## config.mk

```make
export PLATFORM = sky130hd
export DESIGN_NAME = hci_core_r_responder_flat
export DESIGN_NICKNAME = d
export VERILOG_FILES = /design/src/rtl/hci_core_r_responder_if.sv /design/src/rtl/hci_core_r_responder.sv /design/src/flat_wrapper.sv
export SDC_FILE = /design/constraint.sdc
export NUM_CORES = 1
export LEC_CHECK = 0
export ABC_CLOCK_PERIOD_IN_PS = 2400
export CAP_MARGIN = 40
export CORE_ASPECT_RATIO = 0.5
export CORE_MARGIN = 2
export CORE_UTILIZATION = 61
export CTS_BUF_LIST = sky130_fd_sc_hd__clkbuf_8 sky130_fd_sc_hd__clkbuf_16
export CTS_CLUSTER_SIZE = 28
export DETAILED_ROUTE_END_ITERATION = 8
export DONT_BUFFER_PORTS = 1
export PLACE_DENSITY = 0.79
export SLEW_MARGIN = 20
export SYNTH_ARGS = -nofsm -noshare
export SYNTH_HDL_FRONTEND = slang
export SYNTH_SLANG_ARGS = --single-unit
```

## constraint.sdc

```tcl
create_clock -name clk_i -period 2.4 [get_ports clk_i]
set_clock_uncertainty 0.15 [all_clocks]
set_input_delay 0.72 -clock clk_i [delete_from_list [all_inputs] [get_ports clk_i]]
set_output_delay 0.72 -clock clk_i [all_outputs]
set_load 0.05 [all_outputs]
```

## src/rtl/hci_core_r_responder_if.sv

```systemverilog
// +--------------------------------------------------------------+
// | hci_core_intf : TCDM-style request / response bundle         |
// | Rev 1.0                                                      |
// +--------------------------------------------------------------+
`timescale 1ns/1ps
`default_nettype none

interface hci_core_intf #(
  parameter int unsigned DW = 32,
  parameter int unsigned AW = 32,
  parameter int unsigned UW = 1
);
  logic            req;
  logic            gnt;
  logic [AW-1:0]   add;
  logic            wen;
  logic [DW-1:0]   data;
  logic [DW/8-1:0] be;
  logic [UW-1:0]   user;
  logic            lrdy;
  logic            r_valid;
  logic [DW-1:0]   r_data;
  logic            r_opc;
  logic [UW-1:0]   r_user;

  modport master (
    output req, add, wen, data, be, user, lrdy,
    input  gnt, r_valid, r_data, r_opc, r_user
  );
  modport slave (
    input  req, add, wen, data, be, user, lrdy,
    output gnt, r_valid, r_data, r_opc, r_user
  );
endinterface

`default_nettype wire

```

## src/rtl/hci_core_r_responder.sv

```systemverilog
// +--------------------------------------------------------------+
// | hci_core_r_responder : SRAM front-end with fall-through      |
// | response FIFO and occupancy-based grant.  Rev 1.0            |
// +--------------------------------------------------------------+
`timescale 1ns/1ps
`default_nettype none

module hci_core_r_responder #(
  parameter int unsigned DW               = 32,
  parameter int unsigned AW               = 32,
  parameter int unsigned UW               = 1,
  parameter int unsigned FIFO_DEPTH       = 2,
  parameter bit          R_VALID_ON_WRITE = 1'b1
) (
  input  logic            clk_i,
  input  logic            rst_ni,
  input  logic            clear_i,
  hci_core_intf.slave     tcdm_slave,
  output logic            mem_req_o,
  output logic [AW-1:0]   mem_add_o,
  output logic            mem_wen_o,
  output logic [DW/8-1:0] mem_be_o,
  output logic [DW-1:0]   mem_data_o,
  input  logic [DW-1:0]   mem_data_i
);

  localparam int unsigned PW = (FIFO_DEPTH > 1) ? $clog2(FIFO_DEPTH) : 1;
  localparam int unsigned CW = $clog2(FIFO_DEPTH + 2);

  logic [CW-1:0] cnt_q, cnt_d;
  logic [PW-1:0] wptr_q, wptr_d, rptr_q, rptr_d;
  logic          s1_valid_q, s1_valid_d;
  logic          s1_wen_q, s1_wen_d;
  logic          s1_resp_q, s1_resp_d;
  logic [UW-1:0] s1_user_q, s1_user_d;
  logic [DW-1:0] fifo_data_q [FIFO_DEPTH];
  logic [DW-1:0] fifo_data_d [FIFO_DEPTH];
  logic [UW-1:0] fifo_user_q [FIFO_DEPTH];
  logic [UW-1:0] fifo_user_d [FIFO_DEPTH];

  logic [CW-1:0] occ;
  logic          gnt, fifo_empty, s1_rsp_valid, r_valid, push, pop;
  logic [DW-1:0] s1_rdata;

  function automatic logic [PW-1:0] wrap_inc(input logic [PW-1:0] p);
    return (p == PW'(FIFO_DEPTH - 1)) ? '0 : p + PW'(1);
  endfunction

  // Grant only depends on stored + in-flight occupancy, never on lrdy.
  always_comb begin
    occ          = cnt_q + CW'(s1_valid_q);
    gnt          = tcdm_slave.req & ~clear_i & (occ < CW'(FIFO_DEPTH));
    fifo_empty   = (cnt_q == '0);
    s1_rsp_valid = s1_valid_q & s1_resp_q;
    s1_rdata     = s1_wen_q ? mem_data_i : '0;
    r_valid      = ~fifo_empty | s1_rsp_valid;
    pop          = ~fifo_empty & tcdm_slave.lrdy;
    push         = s1_rsp_valid & (~fifo_empty | ~tcdm_slave.lrdy);
  end

  assign tcdm_slave.gnt     = gnt;
  assign tcdm_slave.r_valid = r_valid;
  assign tcdm_slave.r_opc   = 1'b0;
  assign tcdm_slave.r_data  = ~r_valid  ? '0 :
                              fifo_empty ? s1_rdata : fifo_data_q[rptr_q];
  assign tcdm_slave.r_user  = ~r_valid  ? '0 :
                              fifo_empty ? s1_user_q : fifo_user_q[rptr_q];

  assign mem_req_o  = tcdm_slave.req & gnt;
  assign mem_add_o  = tcdm_slave.add;
  assign mem_wen_o  = tcdm_slave.wen;
  assign mem_be_o   = tcdm_slave.be;
  assign mem_data_o = tcdm_slave.data;

  always_comb begin
    cnt_d       = cnt_q;
    wptr_d      = wptr_q;
    rptr_d      = rptr_q;
    fifo_data_d = fifo_data_q;
    fifo_user_d = fifo_user_q;
    s1_valid_d  = gnt;
    s1_wen_d    = s1_wen_q;
    s1_user_d   = s1_user_q;
    s1_resp_d   = s1_resp_q;
    if (gnt) begin
      s1_wen_d  = tcdm_slave.wen;
      s1_user_d = tcdm_slave.user;
      s1_resp_d = tcdm_slave.wen | R_VALID_ON_WRITE;
    end
    if (push) begin
      fifo_data_d[wptr_q] = s1_rdata;
      fifo_user_d[wptr_q] = s1_user_q;
      wptr_d              = wrap_inc(wptr_q);
    end
    if (pop) begin
      rptr_d = wrap_inc(rptr_q);
    end
    case ({push, pop})
      2'b10:   cnt_d = cnt_q + CW'(1);
      2'b01:   cnt_d = cnt_q - CW'(1);
      default: cnt_d = cnt_q;
    endcase
    // Flush drops both stored responses and the access still in flight.
    if (clear_i) begin
      cnt_d      = '0;
      wptr_d     = '0;
      rptr_d     = '0;
      s1_valid_d = 1'b0;
    end
  end

  always_ff @(posedge clk_i or negedge rst_ni) begin
    if (!rst_ni) begin
      cnt_q       <= '0;
      wptr_q      <= '0;
      rptr_q      <= '0;
      s1_valid_q  <= 1'b0;
      s1_wen_q    <= 1'b0;
      s1_resp_q   <= 1'b0;
      s1_user_q   <= '0;
      fifo_data_q <= '{default: '0};
      fifo_user_q <= '{default: '0};
    end else begin
      cnt_q       <= cnt_d;
      wptr_q      <= wptr_d;
      rptr_q      <= rptr_d;
      s1_valid_q  <= s1_valid_d;
      s1_wen_q    <= s1_wen_d;
      s1_resp_q   <= s1_resp_d;
      s1_user_q   <= s1_user_d;
      fifo_data_q <= fifo_data_d;
      fifo_user_q <= fifo_user_d;
    end
  end

endmodule

`default_nettype wire

```

## src/flat_wrapper.sv

```systemverilog
// flat-port wrapper written by rule: the top's interface ports become plain ports
module hci_core_r_responder_flat 
#(
  parameter int unsigned DW               = 32,
  parameter int unsigned AW               = 32,
  parameter int unsigned UW               = 1,
  parameter int unsigned FIFO_DEPTH       = 2,
  parameter bit          R_VALID_ON_WRITE = 1'b1
)
  (clk_i, rst_ni, clear_i, mem_req_o, mem_add_o, mem_wen_o, mem_be_o, mem_data_o, mem_data_i, tcdm_slave_req, tcdm_slave_add, tcdm_slave_wen, tcdm_slave_data, tcdm_slave_be, tcdm_slave_user, tcdm_slave_lrdy, tcdm_slave_gnt, tcdm_slave_r_valid, tcdm_slave_r_data, tcdm_slave_r_opc, tcdm_slave_r_user);
  hci_core_intf #(.DW(DW), .AW(AW), .UW(UW)) tcdm_slave_i ();
  input  logic clk_i;
  input  logic rst_ni;
  input  logic clear_i;
  output logic mem_req_o;
  output logic [AW-1:0] mem_add_o;
  output logic mem_wen_o;
  output logic [DW/8-1:0] mem_be_o;
  output logic [DW-1:0] mem_data_o;
  input  logic [DW-1:0] mem_data_i;
  input wire logic [$bits(tcdm_slave_i.req)-1:0] tcdm_slave_req;
  input wire logic [$bits(tcdm_slave_i.add)-1:0] tcdm_slave_add;
  input wire logic [$bits(tcdm_slave_i.wen)-1:0] tcdm_slave_wen;
  input wire logic [$bits(tcdm_slave_i.data)-1:0] tcdm_slave_data;
  input wire logic [$bits(tcdm_slave_i.be)-1:0] tcdm_slave_be;
  input wire logic [$bits(tcdm_slave_i.user)-1:0] tcdm_slave_user;
  input wire logic [$bits(tcdm_slave_i.lrdy)-1:0] tcdm_slave_lrdy;
  output wire logic [$bits(tcdm_slave_i.gnt)-1:0] tcdm_slave_gnt;
  output wire logic [$bits(tcdm_slave_i.r_valid)-1:0] tcdm_slave_r_valid;
  output wire logic [$bits(tcdm_slave_i.r_data)-1:0] tcdm_slave_r_data;
  output wire logic [$bits(tcdm_slave_i.r_opc)-1:0] tcdm_slave_r_opc;
  output wire logic [$bits(tcdm_slave_i.r_user)-1:0] tcdm_slave_r_user;
  assign tcdm_slave_i.req = tcdm_slave_req;
  assign tcdm_slave_i.add = tcdm_slave_add;
  assign tcdm_slave_i.wen = tcdm_slave_wen;
  assign tcdm_slave_i.data = tcdm_slave_data;
  assign tcdm_slave_i.be = tcdm_slave_be;
  assign tcdm_slave_i.user = tcdm_slave_user;
  assign tcdm_slave_i.lrdy = tcdm_slave_lrdy;
  assign tcdm_slave_gnt = tcdm_slave_i.gnt;
  assign tcdm_slave_r_valid = tcdm_slave_i.r_valid;
  assign tcdm_slave_r_data = tcdm_slave_i.r_data;
  assign tcdm_slave_r_opc = tcdm_slave_i.r_opc;
  assign tcdm_slave_r_user = tcdm_slave_i.r_user;
  hci_core_r_responder #(.DW(DW), .AW(AW), .UW(UW), .FIFO_DEPTH(FIFO_DEPTH), .R_VALID_ON_WRITE(R_VALID_ON_WRITE)) u_core (.clk_i(clk_i), .rst_ni(rst_ni), .clear_i(clear_i), .tcdm_slave(tcdm_slave_i), .mem_req_o(mem_req_o), .mem_add_o(mem_add_o), .mem_wen_o(mem_wen_o), .mem_be_o(mem_be_o), .mem_data_o(mem_data_o), .mem_data_i(mem_data_i));
endmodule
```

==> impl_metrics.env <==
export IMPL_htreeDepth=3
export IMPL_cts_made_buffers=9
export IMPL_crit_path_max_fanout=21
export IMPL_synth_distinct_cells=32
export IMPL_slew_headroom=0.642
export IMPL_path_class="flip-flop to output pin"
export IMPL_fin_nets=471
export IMPL_maxCapViolations=0
export IMPL_timing_rr_end="u_core.fifo_data_q[2]$_DFFE_PN0P_"
export IMPL_cp_common_cell="buf_12"
export IMPL_ys_ff_latch=74
export IMPL_end_kind="output pin"
export IMPL_reg2reg_from="u_core.s1_valid_q$_DFF_PN0_"
export IMPL_worst_path_stages=5
export IMPL_finalHoldViolCount=74
export IMPL_violations="negative hold slack, negative setup slack"
export IMPL_die_area_sq_um=7890
export IMPL_synth_top_area_frac=0.424
export IMPL_max_clock_freq_mhz=390
export IMPL_die_x_um=124
export IMPL_p_per_area_nw_per_um2=839
export IMPL_period_minus_slack_ns=2.56
export IMPL_place_gp_congestion=0.774
export IMPL_grt_remaining_overflow=0
export IMPL_first_pass_iters=4
export IMPL_initial_core_util=0.641
export IMPL_synth_top_area_cell="dfrtp_1"
export IMPL_outcome="complete, but fails checks"
export IMPL_wirelength_um=13000
export IMPL_n_antenna_cell=0
export IMPL_cts_sink_count=74
export IMPL_grt_pass1_vias=3257
export IMPL_syn_area_sq_um=4360
export IMPL_grt_max_degree=75
export IMPL_crit_family="flip-flops"
export IMPL_power_leakage_nw=2.27
export IMPL_setup_tns_ns=-4.26
export IMPL_avgSynthCellArea_sq_um=11.0
export IMPL_synth_nets=504
export IMPL_critPathSlowestCell="dfrtp_1"
export IMPL_drc=0
export IMPL_fin_util=0.837
export IMPL_wl_per_cell_um=28.3
export IMPL_io_buffers=0
export IMPL_worst_pin_slew_ns=0.524
export IMPL_grt_pass1_wl_um=18500
export IMPL_rsz0062_at_grt="true"
export IMPL_pre_cts_ws_ns=0.146
export IMPL_cpPeakStageDelay_ns=0.42
export IMPL_max_vdd_ir_drop_uv=690
export IMPL_finalSetupViolCount=34
export IMPL_critPathRequiredTime_ns=1.53
export IMPL_slew_viol_final=0
export IMPL_syn_inst=397
export IMPL_io_pins=213
export IMPL_cts_root_buffer_cell="clkbuf_16"
export IMPL_cp_cell_sequence="nor2_4 > nand3_4 > buf_12 > o22ai_4 > buf_12"
export IMPL_cp_num_buf_inv=2
export IMPL_critPathLaunchType="flip-flop"
export IMPL_grt_use_total=0.316
export IMPL_cp_endpoint="tcdm_slave_r_data[8]"
export IMPL_num_rows=21
export IMPL_holdWs_ns=-0.0829
export IMPL_period_share=1.07
export IMPL_antenna_found_initial=0
export IMPL_cp_data_arrival_time_ns=1.69
export IMPL_clock_latency_ns=0.35
export IMPL_dr_first_iter_drc_count=284
export IMPL_yosysWarnings=0
export IMPL_r2r_worst_path_cells=4
export IMPL_avgViaCountPerCell=6.45
export IMPL_drive_gt1_frac=0.523
export IMPL_path_clk_slew_ns=0.06
export IMPL_crit_path_start="u_core.cnt_q[0]$_DFFE_PN0P_"
export IMPL_cts_tree="yes"
export IMPL_placedInstanceArea_sq_um=5100
export IMPL_r2r_slack_ns=0.48
export IMPL_fin_area_sq_um=5690
export IMPL_ys_seq_area_frac=0.424
export IMPL_fp_dieH_um=63.8
export IMPL_area_delta_synth_final_pct=30.5
export IMPL_vias=2972
export IMPL_cts_buffer_depth=2
export IMPL_dp_hpwl_um=7570
export IMPL_coreArea_sq_um=6810
export IMPL_synth_area_top_cells="dfrtp_1, mux2_2, buf_4, mux2i_1, o22ai_1"
export IMPL_holdCritPathClass="input pin to asynchronous set/reset pin"
export IMPL_ant_nets=0
export IMPL_layout_setup_ws_ns=-0.164
[worst min-delay path by stage]
stage,endpoint,from,slack [ns],cells after the start
2_1_floorplan,u_core.cnt_q[0]$_DFFE_PN0P_,rst_ni,0.27,0
6_report,u_core.wptr_q$_DFFE_PN0P_,rst_ni,-0.08,0
3_5_place_dp,u_core.fifo_data_q[50]$_DFFE_PN0P_,rst_ni,0.28,0
3_3_place_gp,u_core.fifo_data_q[50]$_DFFE_PN0P_,rst_ni,0.28,0
4_1_cts,u_core.fifo_data_q[18]$_DFFE_PN0P_,rst_ni,-0.08,0
5_1_grt,u_core.wptr_q$_DFFE_PN0P_,rst_ni,-0.09,0
[where the power goes]
| part | total, mW | internal [mW] | switching (mW) |
|---|---|---|---|
| logic | 1.47 | 0.723 | 0.751 |
| clock network | 1.60 | 1.07 | 0.531 |
| registers | 1.70 | 1.50 | 0.204 |
[kinds of logic after synthesis]
group,Yosys count,synth area share
XOR/XNOR,1,0.00201
AO/OA/AOI/OAI,45,0.0645
AND/OR/NAND/NOR,79,0.101
other,1,0.000860
buffers and inverters,96,0.155
multiplexers,101,0.253
flip-flops,74,0.424
[final cells by class]
type	count	area, sq um
multi-input combinational	227	2430
sequential	74	1850
fill	305	1110
timing repair buffer	50	938
clock buffer	11	253
tap	92	115
clock inverter	5	100
inverter	2	7.51
[routing by layer]
metal	up-vias	wire length (um)	track usage
met3	48	1650	0.163
li1	1251	-	-
met1	1502	4260	0.326
met4	0	456	0.0923
met2	171	6680	0.561
met5	-	0	0
[cells in the final DEF (no fill, tap or decap), drive strengths merged, types with 2 or more instances in the layout]
master / netlist / layout
a21oi: 5 / 5
clkbuf: 14 / 13
nor2: 2 / 2
nand3: 3 / 3
o22ai: 33 / 33
and2: 32 / 32
or2: 2 / 2
mux2i: 33 / 33
o21ai: 2 / 2
nand2: 34 / 34
mux2: 68 / 68
nor3b: 2 / 2
bufinv: 0 / 3
clkinv: 0 / 2
buf: 80 / 48
a21o: 2 / 2
inv: 2 / 2
nor3: 2 / 2
dfrtp: 74 / 74
[synthesized netlist by cell type]
cell and instances:
nor3_4 1, a2111oi_0 1, nand3_1 3, nor3b_4 2, and2_1 32, xor2_1 1
or3_1 1, mux2i_1 33, clkbuf_1 13, conb_1 1, buf_2 4, nand2_2 1
a311oi_1 1, clkbuf_2 1, buf_4 70, o21ai_0 2, mux2_1 2, nor3_1 1
nand2b_1 1, mux2_4 2, nor2_1 1, buf_6 6, nand2_1 33, o22ai_1 33
a21oi_1 5, a21boi_0 1, or2_2 2, mux2_2 64, a21o_1 2, inv_1 2
dfrtp_1 74, nor2_2 1
[timing repair]
item | CTS | global route
setup buffers | 1 | 3
hold endpoints to repair | 74 | 74
gates cloned | 1 | 2
endpoints found under the setup margin | 34 | 36
gates resized for setup | 14 | 17
pin swaps | 0 | 1
[stage by stage]
step / power, mW / instances
after floorplan: 2.91 / 397
after global placement: 2.92 / 440
after detailed placement: 3.00 / 440
after CTS: 4.65 / 458
after global routing: 4.93 / 461
final: 4.78 / 461
[flip-flops by register name (all words and copies together) (netlist names)]
register and flops:
u_core.s1_resp_q 1, u_core.fifo_user_q 2, u_core.fifo_data_q 64, u_core.s1_wen_q 1, u_core.cnt_q 2, u_core.s1_user_q 1, u_core.rptr_q 1, u_core.wptr_q 1
u_core.s1_valid_q 1
Note: power is estimated with default switching activity, not from simulation.
